File: src/rtl/scr1_dmem_y_arb.sv
// ---------------------------------------------------------------------------
// scr1_dmem_y_arb
// Two-requester arbiter in front of the single wide data-memory port.
// Requester 0 is the highspeed LSU, requester 1 is the YTYDLA prefetch/DMA
// engine. One request is forwarded per handshake with round-robin fairness,
// a stalled grant is held until its handshake completes, and an owner FIFO
// routes in-order responses back to the requester that issued them.
//
// Ports
//   clk, rst                 clock, synchronous active-high reset
//   reqN_req                 request from requester N, held until reqN_req_ack
//   reqN_cmd/width/addr/wdata  payload of requester N
//   reqN_req_ack             request of N accepted this cycle
//   reqN_rdata/resp          response routed back to requester N
//   arb2dmem_*               forwarded request and payload of the winner
//   dmem2arb_req_ack         memory accepts the forwarded request
//   dmem2arb_rdata/resp      in-order response from memory
//   arb_busy                 at least one transaction outstanding
//   arb_spurious_resp        response seen with nothing outstanding
//
// Encodings: cmd RD=0/WR=1, width FIVE_WORD=0/THREE_WORD=1,
//            resp NOTRDY=0/RDY_OK=1/RDY_ER=2.
// ---------------------------------------------------------------------------
`ifndef YTYDLA_LSU_WIDTH
`define YTYDLA_LSU_WIDTH 160
`endif
`ifndef SCR1_DMEM_AWIDTH
`define SCR1_DMEM_AWIDTH 32
`endif

module scr1_dmem_y_arb #(
   parameter int OUTSTD_MAX = 2,
   parameter int CNT_W      = $clog2(OUTSTD_MAX + 1)
) (
   input  logic                           clk,
   input  logic                           rst,
   input  logic                           req0_req,
   input  logic                           req0_cmd,
   input  logic                           req0_width,
   input  logic [`SCR1_DMEM_AWIDTH-1:0]   req0_addr,
   input  logic [`YTYDLA_LSU_WIDTH-1:0]   req0_wdata,
   output logic                           req0_req_ack,
   output logic [`YTYDLA_LSU_WIDTH-1:0]   req0_rdata,
   output logic [1:0]                     req0_resp,
   input  logic                           req1_req,
   input  logic                           req1_cmd,
   input  logic                           req1_width,
   input  logic [`SCR1_DMEM_AWIDTH-1:0]   req1_addr,
   input  logic [`YTYDLA_LSU_WIDTH-1:0]   req1_wdata,
   output logic                           req1_req_ack,
   output logic [`YTYDLA_LSU_WIDTH-1:0]   req1_rdata,
   output logic [1:0]                     req1_resp,
   output logic                           arb2dmem_req,
   output logic                           arb2dmem_cmd,
   output logic                           arb2dmem_width,
   output logic [`SCR1_DMEM_AWIDTH-1:0]   arb2dmem_addr,
   output logic [`YTYDLA_LSU_WIDTH-1:0]   arb2dmem_wdata,
   input  logic                           dmem2arb_req_ack,
   input  logic [`YTYDLA_LSU_WIDTH-1:0]   dmem2arb_rdata,
   input  logic [1:0]                     dmem2arb_resp,
   output logic                           arb_busy,
   output logic                           arb_spurious_resp
);

   localparam int               PTR_W       = (OUTSTD_MAX > 1) ? $clog2(OUTSTD_MAX) : 1;
   localparam logic [CNT_W-1:0] CNT_MAX     = CNT_W'(OUTSTD_MAX);
   localparam logic [PTR_W-1:0] PTR_LAST    = PTR_W'(OUTSTD_MAX - 1);
   localparam logic [1:0]       RESP_NOTRDY = 2'd0;

   typedef enum logic {
      ARB_IDLE,
      ARB_WAIT
   } arb_state_e;

   arb_state_e       state, state_next;
   logic             rr_ptr;
   logic             gnt_id, gnt_id_next;
   logic             winner;
   logic             winner_req;
   logic             fwd;
   logic             full;
   logic             accept;
   logic             resp_vld;
   logic             pop;
   logic             owner;
   logic [CNT_W-1:0] count;
   logic [PTR_W-1:0] wr_ptr, rd_ptr;
   logic             owner_fifo [OUTSTD_MAX];

   // Pushing is blocked on the registered count only, so a same-cycle pop
   // never opens a path from the response to the request side.
   assign full = (count == CNT_MAX);

   // Winner selection and next state. In WAIT the latched grant is honoured
   // exclusively so the memory sees a stable payload until it accepts.
   always_comb begin
      state_next  = state;
      gnt_id_next = gnt_id;
      winner      = 1'b0;
      fwd         = 1'b0;
      case (state)
         ARB_IDLE: begin
            winner = (req0_req & req1_req) ? rr_ptr : req1_req;
            fwd    = (req0_req | req1_req) & ~full;
            if (fwd & ~dmem2arb_req_ack) begin
               state_next  = ARB_WAIT;
               gnt_id_next = winner;
            end
         end
         ARB_WAIT: begin
            winner = gnt_id;
            fwd    = winner_req & ~full;
            if (!full) begin
               // A dropped request is a protocol violation; recover to IDLE.
               if ((fwd & dmem2arb_req_ack) | ~winner_req) begin
                  state_next = ARB_IDLE;
               end
            end
         end
         default: state_next = ARB_IDLE;
      endcase
   end

   assign winner_req = gnt_id ? req1_req : req0_req;

   assign arb2dmem_req   = fwd & ~rst;
   assign arb2dmem_cmd   = winner ? req1_cmd   : req0_cmd;
   assign arb2dmem_width = winner ? req1_width : req0_width;
   assign arb2dmem_addr  = winner ? req1_addr  : req0_addr;
   assign arb2dmem_wdata = winner ? req1_wdata : req0_wdata;

   assign accept       = arb2dmem_req & dmem2arb_req_ack;
   assign req0_req_ack = accept & ~winner;
   assign req1_req_ack = accept & winner;

   // Responses go to the FIFO head owner; a response with nothing
   // outstanding is dropped and flagged instead.
   assign resp_vld          = ~rst & (dmem2arb_resp != RESP_NOTRDY);
   assign pop               = resp_vld & (count != '0);
   assign arb_spurious_resp = resp_vld & (count == '0);
   assign owner             = owner_fifo[rd_ptr];

   assign req0_resp  = (pop & ~owner) ? dmem2arb_resp  : RESP_NOTRDY;
   assign req1_resp  = (pop &  owner) ? dmem2arb_resp  : RESP_NOTRDY;
   assign req0_rdata = (pop & ~owner) ? dmem2arb_rdata : '0;
   assign req1_rdata = (pop &  owner) ? dmem2arb_rdata : '0;
   assign arb_busy   = ~rst & (count != '0);

   // State register, fairness pointer, FIFO pointers and outstanding count.
   always_ff @(posedge clk) begin
      if (rst) begin
         state  <= ARB_IDLE;
         gnt_id <= 1'b0;
         rr_ptr <= 1'b0;
         count  <= '0;
         wr_ptr <= '0;
         rd_ptr <= '0;
      end else begin
         state  <= state_next;
         gnt_id <= gnt_id_next;
         if (accept) begin
            rr_ptr <= ~winner;
            wr_ptr <= (wr_ptr == PTR_LAST) ? '0 : wr_ptr + PTR_W'(1);
         end
         if (pop) begin
            rd_ptr <= (rd_ptr == PTR_LAST) ? '0 : rd_ptr + PTR_W'(1);
         end
         case ({accept, pop})
            2'b10:   count <= count + CNT_W'(1);
            2'b01:   count <= count - CNT_W'(1);
            default: count <= count;
         endcase
      end
   end

   // Owner storage needs no reset: entries are only read once pushed.
   always_ff @(posedge clk) begin
      if (accept) begin
         owner_fifo[wr_ptr] <= winner;
      end
   end

endmodule

File: config.mk
export PLATFORM = sky130hd
export DESIGN_NAME = scr1_dmem_y_arb
export DESIGN_NICKNAME = d
export VERILOG_FILES = /design/src/rtl/scr1_dmem_y_arb.sv
export SDC_FILE = /design/constraint.sdc
export NUM_CORES = 1
export LEC_CHECK = 0
export CAP_MARGIN = 10
export CORE_AREA = 2 2 421 423
export DETAILED_ROUTE_END_ITERATION = 8
export DIE_AREA = 0 0 423 425
export PLACE_DENSITY = 0.3
export SLEW_MARGIN = 25
export SYNTH_ARGS = -nofsm -noshare
export SYNTH_HDL_FRONTEND = slang
export SYNTH_SLANG_ARGS = --single-unit
File: constraint.sdc
create_clock -name clk -period 2.78 [get_ports clk]
set_input_delay 0.417 -clock clk [delete_from_list [all_inputs] [get_ports clk]]
set_output_delay 0.417 -clock clk [all_outputs]
set_load 0.01 [all_outputs]
After elaboration in Yosys (flattened, before gate mapping) --
Memory sizes are Yosys's and may differ from the RTL's. A register that Yosys moved wholly into a read port is not among the register bits. Cells that the tools add are included.
Storage, ports and cells: register bits after elaboration 7, latch bits 0, RAM bits 2, bits in read-only memories 0, bits of input ports 555, output and inout bits 523, word-level logic and storage cells 66, memories 1
Memories:
- owner_fifo | depth 2, width 1, read ports 1, clocked after memory_dff 1, wr ports 1, RTL line 88 | logic owner_fifo [OUTSTD_MAX];
Operators by class: $add $sub $neg 4, multiply operators 0, divide/modulo/power cells 0, magnitude comparators 0, eq/ne operators 3, shifts and indexed selects 0, muxes and demuxes 23, bitwise logic cells 24, reduce and logical (&&, ||, !) cells 5
Operators by type and width (number):
- $mux W160 | 3
- $mux W32 | 1
- $and A1 B1 Y1 | 15
- $mux W1 | 13
- $not A1 Y1 | 7
- $pmux W1 S2 | 3
- $reduce_bool A2 Y1 | 3
- $eq A2 B2 Y1 const B | 2
- $mux W2 | 2
- $pmux W2 S2 | 1
- $add A1 B1 Y1 const B | 2
- $add A2 B1 Y2 const B | 1
- $eq A2 B1 Y1 const B | 1
- $logic_not A2 Y1 | 1
- $or A1 B1 Y1 | 2
- $reduce_and A2 Y1 | 1
- $sub A2 B1 Y2 const B | 1

Longest topological paths before layout --
word-level depth 8, mapped depth 8, gate-level depth less buffers 7

Worst setup path before layout --
Ideal clock, no wire load.
kind input-to-reg, from input port rst, to register count[1], library setup time 70 ps, arrival 1863 ps, required time 2710 ps, slack 847 ps, cell stages on the path 7, path buffers 1, cells stage by stage o21bai_1 -> or2_4 -> inv_2 -> buf_2 -> ha_1 -> or3_1 -> a21oi_1
On the way: longest elaborated chain between the ends 5, elaborated cells between the ends (all ways) 9, classes of those cells eq/ne (2); mux (1); bitwise (5); reduce/logical (1)
Ends and longest elaborated chain:
- from (decl) | RTL line 36 | input logic rst,
- $not A1 Y1 (*) | RTL line 138 | assign resp_vld = ~rst & (dmem2arb_resp != RESP_NOTRDY);
- $and A1 B1 Y1 (*) | RTL line 138
- $and A1 B1 Y1 (*) | RTL line 139 | assign pop = resp_vld & (count != '0);
- via pop | RTL line 84 | logic pop;
- $eq A2 B1 Y1 or $eq A2 B2 Y1 (tied branches) | RTL line 168 | case ({accept, pop})
- $pmux W2 S2 or $reduce_bool A2 Y1 (tied branches)
- to (signal assigned) | RTL line 169 | 2'b10: count <= count + CNT_W'(1);
- to (signal assigned) | RTL line 170 | 2'b01: count <= count - CNT_W'(1);
- to (signal assigned) | RTL line 171 | default: count <= count;
- to (decl) | RTL line 86 | logic [CNT_W-1:0] count;
The timed path passes the listed nets; every way through them passes the cells marked *. A chain may end at the register's enable or synchronous reset.

Final worst setup path --
from input port req0_req, to output port arb2dmem_addr[17]
On the way: longest elaborated chain between the ends 4
Ends and longest elaborated chain:
- from (decl) | RTL line 37 | input logic req0_req,
- $and A1 B1 Y1 | RTL line 103 | winner = (req0_req & req1_req) ? rr_ptr : req1_req;
- $mux W1 | RTL line 103
- $pmux W1 S2 | RTL line 101 | case (state)
- $mux W32 | RTL line 129 | assign arb2dmem_addr = winner ? req1_addr : req0_addr;
- to (decl) | RTL line 56 | output logic [`SCR1_DMEM_AWIDTH-1:0] arb2dmem_addr,
No other way between the ends.

==> run_results.csv <==
group,metric,value,unit
worst_setup_path,worstSetupPathType,"in2out",
clock_network,clock-root-buffer,"clkbuf_16",
clock_network,insertion_delay,240,ps
floorplanning,pin_count,1078,
worst_setup_path,crit_chain,"dlygate4sd2_1 > inv_2 > o21ai_4 > o21ai_4 > buf_12 > bufbuf_16 > buf_8 > mux2_2 > dlygate4sd2_1",
floorplanning,start_util,2.97,%
timing,rsz0062_at_grt,"true",
layout,stdcell_count,4133,
grt,grt_max_degree,64,
layout,layout_common_cells,"clkdlybuf4s50_1 (551), dlygate4sd2_1 (356), and3_1 (162), and2_1 (124), buf_4 (111)",
timing,relSlewSlack,68.3,%
timing,finalWorstSetupSlack,-3.47,ps
synthesis,yosysWarnings,0,
clock_network,htree_levels,1,
worst_setup_path,r2r_slack,590,ps
synthesis,yosysSeqAreaShare,4.23,%
status,violations,"setup timing",
drt,drt_iter0_markers,448,
worst_setup_path,cp_slowest_stage_delay,390,ps
worst_setup_path,critPathLaunchType,"input pin",
power_and_ir_drop,switching_share,45.0,%
clock_network,clock_path_buffers,2,
clock_network,cts.sinks,10,
worst_setup_path,endpoint_kind,"output port",
clock_network,path_clk_slew,40,ps
drt,dr.pass1.iters,4,
floorplanning,dieHeight,425,um
floorplanning,core,175000,um^2
grt,antenna_found_initial,127,
timing,fmax,0.359,GHz
worst_setup_path,crit_cells,9,
drt,wl,126000,um
layout,drive_gt1_share,23.8,%
timing,slew_viol_final,0,
power_and_ir_drop,p_leak,9.17,nW
worst_setup_path,rr_startpoint,"gnt_id$_SDFFE_PP0P_",
placement,post-dp-hpwl,116000,um
drt,drc_errors,0,
clock_network,tritoncts,"yes",
layout,nFillCells,20289,
layout,nNetsFinal,2326,
flow_run,max_cap_viol_count,0,
synthesis,netlist_area,5210,um^2
synthesis,syn-instance-count,646,
grt,grt_pass1_vias,10359,
power_and_ir_drop,p_seq_share,4.2,%
worst_setup_path,required,2360,ps
drt,wire_per_inst,30.5,um
power_and_ir_drop,p_comb_share,90.1,%
power_and_ir_drop,p_per_area,226,nW/um^2
layout,stdcell_area,20600,um^2
synthesis,synth_nets,1202,
timing,setup-violations-final,1,
drt,drtAntennaViolNets,0,
status,status,"finished, violations left",
timing,hold_viol_final,0,
grt,grt_overflow_total,0,
synthesis,synth-seq-cells,10,
placement,placedCellCount,4064,
worst_hold_path,hold_class,"reg2reg",
layout,postLayoutCoreUtil,11.7,%
grt,grt_pass1_wl,149000,um
timing,worst_pin_slew,462,ps
clock_network,cts_buffers,3,
power_and_ir_drop,p_total,4.65,mW
worst_setup_path,path_max_fanout,8,
placement,port_buffers,1077,
layout,final_common_cell,"clkdlybuf4s50_1",
worst_setup_path,critPathBufInv,6,
floorplanning,dieArea,180000,um^2
placement,gp_congestion,0.847,
timing,min_period,2780,ps
layout,area_growth,295,%
worst_setup_path,critPathCapture,"arb2dmem_addr[17]",
synthesis,syn_avg_cell_area,8.07,um^2
placement,dp_slack,-562,ps
drt,vias,10204,
worst_setup_path,reg2reg_depth,7,
power_and_ir_drop,p_clk_share,5.6,%
worst_setup_path,crit_slowest_cell,"mux2_2",
floorplanning,num_rows,154,
drt,via_per_inst,2.47,
timing,finClkSkew,3.19,ps
worst_setup_path,r2r_end,"count[1]$_SDFFE_PP0P_",
synthesis,synth_cell_types,36,
placement,place_area,19900,um^2
worst_setup_path,critPathArrivalTime,2370,ps
worst_setup_path,cpLargestDelayFamily,"buffers and inverters",
timing,fin_crit_sh,100,%
power_and_ir_drop,ir_drop,0.000215,V
power_and_ir_drop,p_int,2.56,mW
grt,grt_usage,13.3,%
power_and_ir_drop,power.switching,2.09,mW
worst_setup_path,critPathLaunch,"req0_req",
floorplanning,die_x,423,um
-- power groups by stage --
stage	Combinational, mW	Clock (mW)	Sequential [mW]
CTS	4.27	0.268	0.195
finish	4.20	0.263	0.196
detailed placement	4.18	0	0.197
floorplan	1.16	0	0.189
global route	4.43	0.276	0.198
global placement	4.21	0	0.197
-- timing repair --
| action | in CTS | in global routing |
|---|---|---|
| setup endpoints to repair | 472 | 129 |
| pin swaps | 1 | 1 |
| buffers inserted | 20 | 8 |
| gates cloned | 13 | 1 |
| gates resized for setup | 529 | 28 |
| hold buffers | 0 | 0 |
-- state kept, by name, summed over array words and instances, names as in the netlist, named ones only --
signal	cells
state	1
rr_ptr	1
count	2
owner_fifo	2
wr_ptr	1
rd_ptr	1
gnt_id	1
-- area by class of cell --
cell class | count | area (um^2) | area share [%]
repair inverters | 1 | 8.76 | 0.0425
repair buffers | 1191 | 12600 | 61.2
flip-flops and latches | 10 | 221 | 1.08
clock inverters | 1 | 3.75 | 0.0182
multi-input cells | 559 | 4650 | 22.6
diodes | 24 | 60.1 | 0.292
inverters | 4 | 31.3 | 0.152
well taps | 2340 | 2930 | 14.2
clock buffers | 3 | 75.1 | 0.365
-- kinds of logic (layout without fill, tap and decap cells) --
| logic type | after synthesis | after routing | synth area share, % |
|---|---|---|---|
| XOR/XNOR | 2 | 2 | 0.336 |
| flip-flops | 10 | 10 | 4.23 |
| AO/OA/AOI/OAI | 13 | 13 | 1.56 |
| multiplexers | 198 | 198 | 42.9 |
| buffers and inverters | 77 | 1200 | 9.29 |
| other | 0 | 24 | 0 |
| AND/OR/NAND/NOR | 345 | 345 | 41.4 |
| adder cells (fa/ha/maj) | 1 | 1 | 0.240 |
-- per-stage QoR --
stage	hold slack [ps]	setup TNS, ps
after detailed placement	456	-113260
after floorplan	438	0
after global routing	486	-87.0
after global placement	455	-116510
after CTS	464	-1780
final	465	-3.47
-- routing by layer --
layer	vias up	part of all wire [%]	global-route usage [%]
met5	-	0.53	0
met4	108	1.4	1.19
li1	4572	-	-
met1	4718	38	15.3
met3	208	13	7.56
met2	598	46	22.0
-- synthesized netlist by cell type --
| cell | number | area, um^2 |
|---|---|---|
| mux2_2 | 94 | 1060 |
| buf_2 | 11 | 55.1 |
| clkbuf_1 | 31 | 116 |
| o21ai_1 | 3 | 15.0 |
| edfxtp_1 | 2 | 60.1 |
| and2_1 | 162 | 1010 |
| a311o_1 | 1 | 10.0 |
| or2_4 | 1 | 8.76 |
| and3_1 | 162 | 1010 |
| xnor2_1 | 1 | 8.76 |
| a21oi_1 | 2 | 10.0 |
| mux2_1 | 100 | 1130 |
| nor2_1 | 8 | 30.0 |
| nor3_1 | 1 | 5.00 |
| nand2b_1 | 1 | 6.26 |
| o21ai_2 | 1 | 8.76 |
| o21ai_0 | 3 | 15.0 |
| xor2_1 | 1 | 8.76 |
| inv_2 | 1 | 3.75 |
| dfxtp_1 | 8 | 160 |
| buf_4 | 2 | 15.0 |
| and3b_1 | 1 | 8.76 |
| ha_1 | 1 | 12.5 |
| buf_6 | 22 | 248 |
| mux2i_1 | 3 | 30.0 |
| nor4_1 | 1 | 6.26 |
| or3_1 | 1 | 6.26 |
| nand4b_1 | 1 | 8.76 |
| mux2i_4 | 1 | 22.5 |
| nand3b_1 | 1 | 7.51 |
| o21bai_1 | 3 | 22.5 |
| nor2_8 | 1 | 20.0 |
| clkbuf_2 | 7 | 35.0 |
| inv_1 | 3 | 11.3 |
| nand2_1 | 1 | 3.75 |
| nor2b_1 | 3 | 18.8 |
-- worst min-delay path by stage --
| stage | startpoint | endpoint | slack [ps] | depth (start not counted) |
|---|---|---|---|---|
| 2_1_floorplan | wr_ptr$_SDFFE_PP0N_ | wr_ptr$_SDFFE_PP0N_ | 440 | 1 |
| 3_3_place_gp | wr_ptr$_SDFFE_PP0N_ | wr_ptr$_SDFFE_PP0N_ | 450 | 1 |
| 3_5_place_dp | wr_ptr$_SDFFE_PP0N_ | wr_ptr$_SDFFE_PP0N_ | 460 | 1 |
| 4_1_cts | wr_ptr$_SDFFE_PP0N_ | wr_ptr$_SDFFE_PP0N_ | 460 | 1 |
| 5_1_grt | rd_ptr$_SDFFE_PP0P_ | rd_ptr$_SDFFE_PP0P_ | 490 | 1 |
| 6_report | wr_ptr$_SDFFE_PP0N_ | wr_ptr$_SDFFE_PP0N_ | 470 | 1 |
No activity file was read; power rests on OpenSTA's default activity.
